`config.mk`:
```
export PLATFORM = sky130hd
export DESIGN_NAME = id_ex_stage
export DESIGN_NICKNAME = d
export VERILOG_FILES = /design/src/rtl/id_ex_stage.sv
export SDC_FILE = /design/constraint.sdc
export NUM_CORES = 1
export LEC_CHECK = 0
export ABC_AREA = 1
export ABC_CLOCK_PERIOD_IN_PS = 2150
export BUFFER_PORTS_ARGS = -buffer_cell sky130_fd_sc_hd__buf_4
export CAP_MARGIN = 10
export CORE_ASPECT_RATIO = 1.5
export CORE_MARGIN = 5
export CORE_UTILIZATION = 45
export DETAILED_ROUTE_END_ITERATION = 6
export PLACE_DENSITY_LB_ADDON = 0.08
export SLEW_MARGIN = 20
export SYNTH_ARGS = -nofsm -noshare
export SYNTH_HDL_FRONTEND = slang
export SYNTH_SLANG_ARGS = --single-unit
```
`constraint.sdc`:
```
create_clock -name clk -period 2.15 [get_ports clk]
set_clock_uncertainty 0.15 [all_clocks]
set_input_delay 0.3225 -clock clk [delete_from_list [all_inputs] [get_ports clk]]
set_output_delay 0.3225 -clock clk [all_outputs]
set_load 0.05 [all_outputs]
```
`src/rtl/id_ex_stage.sv`:
```
// ID/EX pipeline register with load-use bubble insertion and EX/MEM, MEM/WB operand forwarding.
// Outputs drive the EX-stage ALU directly; all controls are qualified by ex_valid.
module id_ex_stage #(
  parameter int N    = 32,
  parameter int REGW = 5
) (
  input  logic            clk,
  input  logic            rst,
  input  logic            stall,
  input  logic            flush,
  input  logic            id_valid,
  input  logic [REGW-1:0] id_rs,
  input  logic [REGW-1:0] id_rt,
  input  logic [REGW-1:0] id_rd,
  input  logic [N-1:0]    id_rs_data,
  input  logic [N-1:0]    id_rt_data,
  input  logic [N-1:0]    id_imm,
  input  logic [4:0]      id_shamt,
  input  logic [3:0]      id_alu_sel,
  input  logic            id_alu_src,
  input  logic            id_uses_rt,
  input  logic            id_reg_write,
  input  logic            id_mem_read,
  input  logic            id_mem_write,
  input  logic            mem_reg_write,
  input  logic [REGW-1:0] mem_rd,
  input  logic [N-1:0]    mem_result,
  input  logic            wb_reg_write,
  input  logic [REGW-1:0] wb_rd,
  input  logic [N-1:0]    wb_result,
  output logic            hazard_stall,
  output logic            ex_valid,
  output logic [N-1:0]    ex_A,
  output logic [N-1:0]    ex_B,
  output logic [4:0]      ex_shamt,
  output logic [3:0]      ex_sel,
  output logic [N-1:0]    ex_store_data,
  output logic [REGW-1:0] ex_rd,
  output logic            ex_reg_write,
  output logic            ex_mem_read,
  output logic            ex_mem_write
);

  logic            valid_reg;
  logic [REGW-1:0] rs_reg, rt_reg, rd_reg;
  logic [N-1:0]    rs_data_reg, rt_data_reg, imm_reg;
  logic [4:0]      shamt_reg;
  logic [3:0]      sel_reg;
  logic            alu_src_reg, reg_write_reg, mem_read_reg, mem_write_reg;
  logic            bubble;

  // A bubble clears every field, so data outputs also read 0 while EX is empty.
  assign bubble = rst | flush | (~stall & hazard_stall);

  always_ff @(posedge clk) begin
    if (bubble) begin
      valid_reg     <= 1'b0;
      rs_reg        <= '0;
      rt_reg        <= '0;
      rd_reg        <= '0;
      rs_data_reg   <= '0;
      rt_data_reg   <= '0;
      imm_reg       <= '0;
      shamt_reg     <= '0;
      sel_reg       <= '0;
      alu_src_reg   <= 1'b0;
      reg_write_reg <= 1'b0;
      mem_read_reg  <= 1'b0;
      mem_write_reg <= 1'b0;
    end else if (!stall) begin
      valid_reg     <= id_valid;
      rs_reg        <= id_rs;
      rt_reg        <= id_rt;
      rd_reg        <= id_rd;
      rs_data_reg   <= id_rs_data;
      rt_data_reg   <= id_rt_data;
      imm_reg       <= id_imm;
      shamt_reg     <= id_shamt;
      sel_reg       <= id_alu_sel;
      alu_src_reg   <= id_alu_src;
      reg_write_reg <= id_reg_write;
      mem_read_reg  <= id_mem_read;
      mem_write_reg <= id_mem_write;
    end
  end

  assign ex_valid     = valid_reg;
  assign ex_reg_write = valid_reg & reg_write_reg;
  assign ex_mem_read  = valid_reg & mem_read_reg;
  assign ex_mem_write = valid_reg & mem_write_reg;
  assign ex_rd        = rd_reg;
  assign ex_shamt     = shamt_reg;
  assign ex_sel       = sel_reg;

  assign hazard_stall = ex_valid & ex_mem_read & (ex_rd != '0) & id_valid &
                        ((ex_rd == id_rs) | (id_uses_rt & (ex_rd == id_rt)));

  // Index 0 = rs, index 1 = rt; the younger EX/MEM result wins over MEM/WB.
  logic [REGW-1:0] src_idx [2];
  logic [N-1:0]    src_data [2];
  logic [N-1:0]    fwd [2];

  assign src_idx[0]  = rs_reg;
  assign src_idx[1]  = rt_reg;
  assign src_data[0] = rs_data_reg;
  assign src_data[1] = rt_data_reg;

  for (genvar gi = 0; gi < 2; gi++) begin : g_fwd
    always_comb begin
      fwd[gi] = src_data[gi];
      if (src_idx[gi] != '0 && mem_reg_write && mem_rd == src_idx[gi])
        fwd[gi] = mem_result;
      else if (src_idx[gi] != '0 && wb_reg_write && wb_rd == src_idx[gi])
        fwd[gi] = wb_result;
    end
  end

  assign ex_A          = fwd[0];
  assign ex_B          = alu_src_reg ? imm_reg : fwd[1];
  assign ex_store_data = fwd[1];

endmodule

```
==> results.py, run 1 <==
metrics = {
    "clock_network": {
        "insertion_delay_ns": 0.43,
        "cts_buffers": 17,
        "cts_max_level": 4,
        "cts_root_buffer": "clkbuf_16",
        "clk_pin_slew_ns": 0.06,
        "cts_sinks": 125,
        "cts_tree": "yes",
        "cts.path.max_buffers": 2,
    },
    "outcome": {
        "status": "finished, violations left",
        "violations": "setup timing",
    },
    "power": {
        "power_mw": 7.77,
        "combPwrFrac_pct": 25.7,
        "switching_power_mw": 2.30,
        "p_int_mw": 5.47,
        "p_clk_share_pct": 42.7,
        "powerDensity_nw_per_um2": 578,
        "swShare_pct": 29.6,
        "power_leakage_nw": 6.68,
        "vdd_ir_drop_max_mv": 0.693,
        "p_seq_share_pct": 31.6,
    },
    "yosys": {
        "synth_adder_area_share_pct": 0,
        "ys_ff_latch": 125,
        "yosys_warnings": 0,
        "async_reset_ff_share_pct": 0,
        "syn_nets": 1277,
        "yosys-top-cells-area": "dfxtp_1, nand2_1, mux2i_1, nand3_1, nor2_2",
        "syn_area_um2": 7350,
        "yosys.area_share.simple_pct": 38.2,
        "synth_compound_area_share_pct": 6.14,
        "synthCells": 1071,
        "synth_xor_area_share_pct": 0.834,
        "yosysMostFrequentCell": "nand2_1",
        "synthMuxAreaShare_pct": 10.6,
        "synth-edff-count": 0,
        "synth_top_family_by_area": "simple AND/OR/NAND/NOR gates",
        "yosysSeqAreaShare_pct": 34.0,
        "ys_top_cells_by_count": "nand2_1, nand3_1, dfxtp_1, nor2_1, inv_1",
        "synth_ff_type": "dfxtp_1",
        "ys_types": 25,
        "synth_top_cell_area_share_pct": 34.0,
        "netlist.top_cell.by_area": "dfxtp_1",
        "syn_avg_cell_area_um2": 6.87,
    },
    "grt": {
        "grt_max_degree": 115,
        "globalRouteOverflowTotal": 0,
        "grt_pass1_vias": 8660,
        "track_usage_pct": 29.6,
        "antenna_found_initial": 0,
        "grt_pass1_wl_mm": 44.6,
    },
    "floorplanning": {
        "core-area_um2": 16100,
        "num_rows": 57,
        "die_h_um": 167,
        "fp.dieW_um": 114,
        "start_util_pct": 45.6,
        "ioPinCount": 321,
        "dieArea_um2": 19100,
    },
    "sta": {
        "period_share_pct": 124,
        "setup_tns_ns": -38.61,
        "rsz0062_at_grt": "true",
        "fmax_ghz": 0.375,
        "finalCriticalPeriod_ns": 2.67,
        "worstMarginPinSlew_ns": 0.726,
        "hold_ws_ns": 0.00182,
        "finalHoldViolCount": 0,
        "slew_viol_final": 0,
        "setup_slack_ns": -0.517,
        "slew_headroom_pct": 51.6,
        "finalSetupViolations": 96,
    },
    "setup_path": {
        "reg2reg_depth": 8,
        "crit_arrival_ns": 2.19,
        "crit_path_end_kind": "output pin",
        "setup.worst_path.class": "reg -> out",
        "worstSetupStartpointType": "flop",
        "reg2reg_from": "ex_rd[0]$_SDFFE_PP0N_",
        "r2r_end": "rs_data_reg[24]$_SDFFE_PP0N_",
        "r2r_slack_ns": 0.22,
        "crit_required_ns": 1.68,
        "cp_max_fo": 8,
    },
    "routing": {
        "ant_nets": 0,
        "wl_per_cell_um": 19.9,
        "first_iter_violations": 615,
        "drc_errors": 0,
        "vias": 9053,
        "via_per_inst": 5.41,
        "first_pass_iters": 5,
        "drt_wl_total_mm": 33.3,
    },
    "finish": {
        "syn_to_final_growth_pct": 82.6,
        "fillers": 972,
        "finalInstanceArea_um2": 13400,
        "diodes": 0,
        "final_layout_size_suffix_gt1_share_pct": 50.0,
        "post-route-util_pct": 83.3,
        "finalNetCount": 1660,
    },
    "run": {
        "max_cap_violations": 0,
    },
    "hold_path": {
        "whs_endpoint": "rt_data_reg[5]$_SDFFE_PP0N_",
        "hold_class": "in -> reg",
        "min_path_cells": 3,
        "worstHoldStart": "id_rt_data[5]",
    },
    "placement": {
        "gp_congestion": 0.890,
        "dpl_cell_area_um2": 10200,
        "dp_hpwl_mm": 20.2,
        "port_buffers": 320,
    },
}
==> final cells by class <==
type	count	area [µm²]	share of cell area [%]
inverters	97	374	2.79
repair buffers	433	4390	32.7
clock buffers	17	425	3.17
clock inverters	15	243	1.81
multi-input cells	780	5220	38.9
well taps	206	258	1.92
flip-flops and latches	125	2520	18.8
==> placed cells by master (no fill, tap or decap), drive strengths merged <==
cell,count
inv,99
o21ai,83
xor2,6
mux2i,78
nand3b,32
clkinvlp,1
o22ai,1
clkbuf,28
bufinv,6
buf,385
a21oi,3
dlygate4sd3,37
and2,32
dfxtp,125
nor2,141
nand2,257
nand4,5
nor3,3
clkinv,6
nand3,136
xnor2,1
o211ai,2
==> power groups by stage <==
stage | combinational (mW) | sequential [mW] | clock [mW]
after floorplan | 0.890 | 2.52 | 0
after global placement | 1.57 | 2.49 | 0
after detailed placement | 1.58 | 2.49 | 0
after CTS | 1.79 | 2.45 | 3.33
after global routing | 2.10 | 2.46 | 3.45
final | 2.00 | 2.45 | 3.32
==> worst max path at each step <==
stage                      startpoint        to  slack, ns
2_1_floorplan  rs_reg[0]$_SDFFE_PP0N_  ex_A[10]      -0.05
3_3_place_gp                 wb_rd[2]   ex_A[1]      -0.12
3_5_place_dp                 wb_rd[2]   ex_A[0]      -0.13
4_1_cts        rs_reg[3]$_SDFFE_PP0N_   ex_A[6]      -0.43
5_1_grt        rt_reg[3]$_SDFFE_PP0N_  ex_B[23]      -0.58
6_report       rt_reg[3]$_SDFFE_PP0N_  ex_B[23]      -0.52
==> worst max-delay path: stages (launching register included) <==
cell     delay [ns]
dfxtp_2        0.32
buf_4          0.14
a21oi_4        0.17
nand2_2        0.08
nor2_4         0.13
buf_4          0.16
buf_8          0.16
nand3_1        0.12
nand3_1        0.15
nand3_1        0.09
nand2_1        0.09
buf_6          0.16
==> per-stage QoR <==
step | worst slack, ns | std cells
after global routing | -0.582 | 1673
after floorplan | -0.0531 | 1071
after CTS | -0.428 | 1648
after global placement | -0.121 | 1574
after detailed placement | -0.131 | 1574
final | -0.517 | 1673
==> cell families (layout without fill, tap and decap cells) <==
| family | Yosys count | in the layout |
|---|---|---|
| simple gates | 606 | 606 |
| buf+inv | 166 | 562 |
| flops | 125 | 125 |
| compound gates | 89 | 89 |
| mux | 78 | 78 |
| xor+xnor | 7 | 7 |
==> metal layers <==
layer / share of wire, % / wire length (µm) / vias to the layer above / track usage [%]
li1: - / - / 4210 / -
met1: 34 / 11300 / 4189 / 31.6
met2: 51 / 17100 / 493 / 53.3
met3: 7.8 / 2600 / 161 / 6.90
met4: 6.8 / 2250 / 0 / 14.9
met5: 0 / 0 / - / 0
==> repair_timing <==
action | in CTS | in global routing
hold buffers | 37 | 0
setup buffers | 3 | 11
endpoints found under the hold margin | 37 | 0
gates cloned | 2 | 15
pin swaps | 23 | 33
endpoints found under the setup margin | 96 | 97
resized for setup | 231 | 215
(Power assumes the default switching activity.)
==> inputs of run 2 (changes only) <==
--- a/config.mk
+++ b/config.mk
@@ -13,6 +13,7 @@
 export CORE_MARGIN = 5
 export CORE_UTILIZATION = 45
 export DETAILED_ROUTE_END_ITERATION = 6
+export MAX_ROUTING_LAYER = met4
 export PLACE_DENSITY_LB_ADDON = 0.08
 export SLEW_MARGIN = 20
 export SYNTH_ARGS = -nofsm -noshare
==> results.py, run 2 (same netlist as run 1, synthesis figures left out) <==
metrics = {
    "outcome": {
        "status": "finished, violations left",
        "violations": "setup timing",
    },
    "finish": {
        "diodes": 0,
        "finalNetCount": 1647,
        "fillers": 931,
        "multiInputGateArea_um2": 5500,
        "final_common_cell": "buf_4",
        "mostFrequentLayoutCells": "buf_4, nand2_1, dfxtp_1",
        "syn_to_final_growth_pct": 84.0,
        "ff_latch_area_um2": 2520,
        "post-route-util_pct": 83.9,
        "final_layout_size_suffix_gt1_share_pct": 50.6,
    },
    "setup_path": {
        "reg2reg_from": "ex_rd[2]$_SDFFE_PP0N_",
        "crit_path_end_kind": "output pin",
        "r2r_end": "imm_reg[8]$_SDFFE_PP0N_",
        "crit_start": "rs_reg[2]$_SDFFE_PP0N_",
        "slowest_delay_ns": 0.33,
        "critical_path_cell_count": 10,
        "setup.worst_path.class": "reg -> out",
        "crit_required_ns": 1.68,
        "cp_slowest_cell": "dfxtp_2",
        "reg2reg_depth": 10,
        "crit_buf_inv": 3,
        "crit_arrival_ns": 2.18,
        "cp_max_fo": 8,
        "worstSetupStartpointType": "flop",
        "crit_family": "simple AND/OR/NAND/NOR gates",
        "critPathCapture": "ex_A[8]",
        "worstPathCellList": "inv_2, a21oi_1, nand3_1, nor2_4, nand2_4, buf_12, nand2_1, nand3_2, o21ai_4, buf_6",
        "r2r_slack_ns": 0.21,
    },
    "grt": {
        "grt_pass1_vias": 8738,
        "grt_pass1_wl_mm": 45.0,
        "grt_max_degree": 115,
        "met3_usage_pct": 6.17,
        "globalRouteOverflowTotal": 0,
        "use_met1_pct": 33.1,
        "busiest_layer": "met2",
        "gr-usage-met2_pct": 52.0,
        "track_usage_pct": 30.8,
        "antenna_found_initial": 0,
    },
    "floorplanning": {
        "start_util_pct": 45.6,
        "dieArea_um2": 19100,
        "die_h_um": 167,
        "fp.dieW_um": 114,
        "ioPinCount": 321,
        "num_rows": 57,
        "core-area_um2": 16100,
    },
    "power": {
        "powerDensity_nw_per_um2": 540,
        "p_seq_share_pct": 33.5,
        "swShare_pct": 30.7,
        "combPwrFrac_pct": 27.4,
        "power_leakage_nw": 6.74,
        "switching_power_mw": 2.24,
        "p_int_mw": 5.06,
        "p_clk_share_pct": 39.0,
        "vdd_ir_drop_max_mv": 0.652,
    },
    "routing": {
        "vias": 9058,
        "first_pass_iters": 5,
        "via_per_inst": 5.46,
        "drt_wl_total_mm": 34.1,
        "drc_errors": 0,
        "first_iter_violations": 709,
        "ant_nets": 0,
        "wl_per_cell_um": 20.5,
    },
    "sta": {
        "finalSetupViolations": 96,
        "setup_slack_ns": -0.504,
        "slew_viol_final": 0,
        "fmax_ghz": 0.377,
        "rsz0062_at_grt": "true",
        "period_share_pct": 123,
        "slew_headroom_pct": 51.8,
        "hold_ws_ns": 0.00648,
        "finalHoldViolCount": 0,
        "finalCriticalPeriod_ns": 2.65,
        "worstMarginPinSlew_ns": 0.724,
    },
    "run": {
        "max_cap_violations": 0,
    },
    "placement": {
        "gp_congestion": 0.892,
        "dp_hpwl_mm": 20.1,
        "port_buffers": 320,
    },
    "clock_network": {
        "cts.path.max_buffers": 2,
        "cts_tree": "yes",
        "clk_pin_slew_ns": 0.06,
        "cts_root_buffer": "clkbuf_16",
        "cts_max_level": 4,
        "insertion_delay_ns": 0.42,
        "cts_sinks": 125,
        "cts_buffers": 17,
    },
    "hold_path": {
        "hold_class": "in -> reg",
    },
}
-- run 2: changes by cell type in the layout (fill, tap and decap cells not counted), sizes merged --
cell	change
buf	-4
bufinv	-4
clkinv	-2
clkbuf	+7
dlygate4sd3	-9
inv	-2
-- run 2: power groups by stage --
| stage | registers (mW) | logic (mW) | clock network [mW] |
|---|---|---|---|
| floorplan | 2.52 | 0.890 | 0 |
| global placement | 2.49 | 1.57 | 0 |
| detailed placement | 2.50 | 1.58 | 0 |
| CTS | 2.45 | 1.79 | 2.86 |
| global route | 2.46 | 2.11 | 2.97 |
| finish | 2.45 | 2.00 | 2.85 |
-- run 2: worst reg2reg max path: cells and delay by family, from the launching register on --
kind	cells	cell delay (ns)
AND/OR/NAND/NOR	7	0.94
buffers and inverters	2	0.33
AO/OA/AOI/OAI	1	0.05
flip-flops	1	0.36
-- run 2: final cells by class --
class,instances,share of cell area (%)
flip-flops and latches,125,18.6
multi-input cells,780,40.7
clock buffers,24,3.56
well taps,206,1.91
repair buffers,420,31.8
clock inverters,7,0.647
inverters,97,2.83
-- run 2: what timing repair did --
item / in CTS / in global routing
hold buffers: 28 / 0
setup endpoints to repair: 96 / 97
endpoints found under the hold margin: 28 / 0
resized for setup: 248 / 238
pin swaps: 33 / 59
gates cloned: 4 / 12
setup buffers: 7 / 3
-- run 2: worst min-delay path by stage --
stage                                   end  cells after the start                        from  slack (ns)
2_1_floorplan    mem_write_reg$_SDFFE_PP0N_                      2  mem_write_reg$_SDFFE_PP0N_        0.33
3_3_place_gp        imm_reg[3]$_SDFFE_PP0N_                      2     imm_reg[3]$_SDFFE_PP0N_        0.34
3_5_place_dp        imm_reg[7]$_SDFFE_PP0N_                      2     imm_reg[7]$_SDFFE_PP0N_        0.35
4_1_cts            imm_reg[19]$_SDFFE_PP0N_                      3                  id_imm[19]      0.0003
5_1_grt        rs_data_reg[31]$_SDFFE_PP0N_                      3              id_rs_data[31]        0.01
6_report       rs_data_reg[21]$_SDFFE_PP0N_                      3              id_rs_data[21]       0.006
-- run 2: metal layers --
layer,part of all wire [%],routed length (µm),vias to the layer above
li1,-,-,4197
met1,35,11800,4165
met4,7.7,2610,0
met2,50,17100,514
met3,7.7,2630,182
met5,0,0,-
-- run 2: metrics by stage --
step                worst slack, ns  power, mW  cells  cell area [µm²]  setup TNS, ns
floorplan                   -0.0531       3.41   1071             7360          -3.14
global placement             -0.169       4.06   1574            10200          -6.30
detailed placement           -0.152       4.08   1574            10200          -5.16
CTS                          -0.436       7.10   1644            12200         -35.68
global route                 -0.626       7.54   1659            13500         -51.08
finish                       -0.504       7.31   1659            13500         -39.30
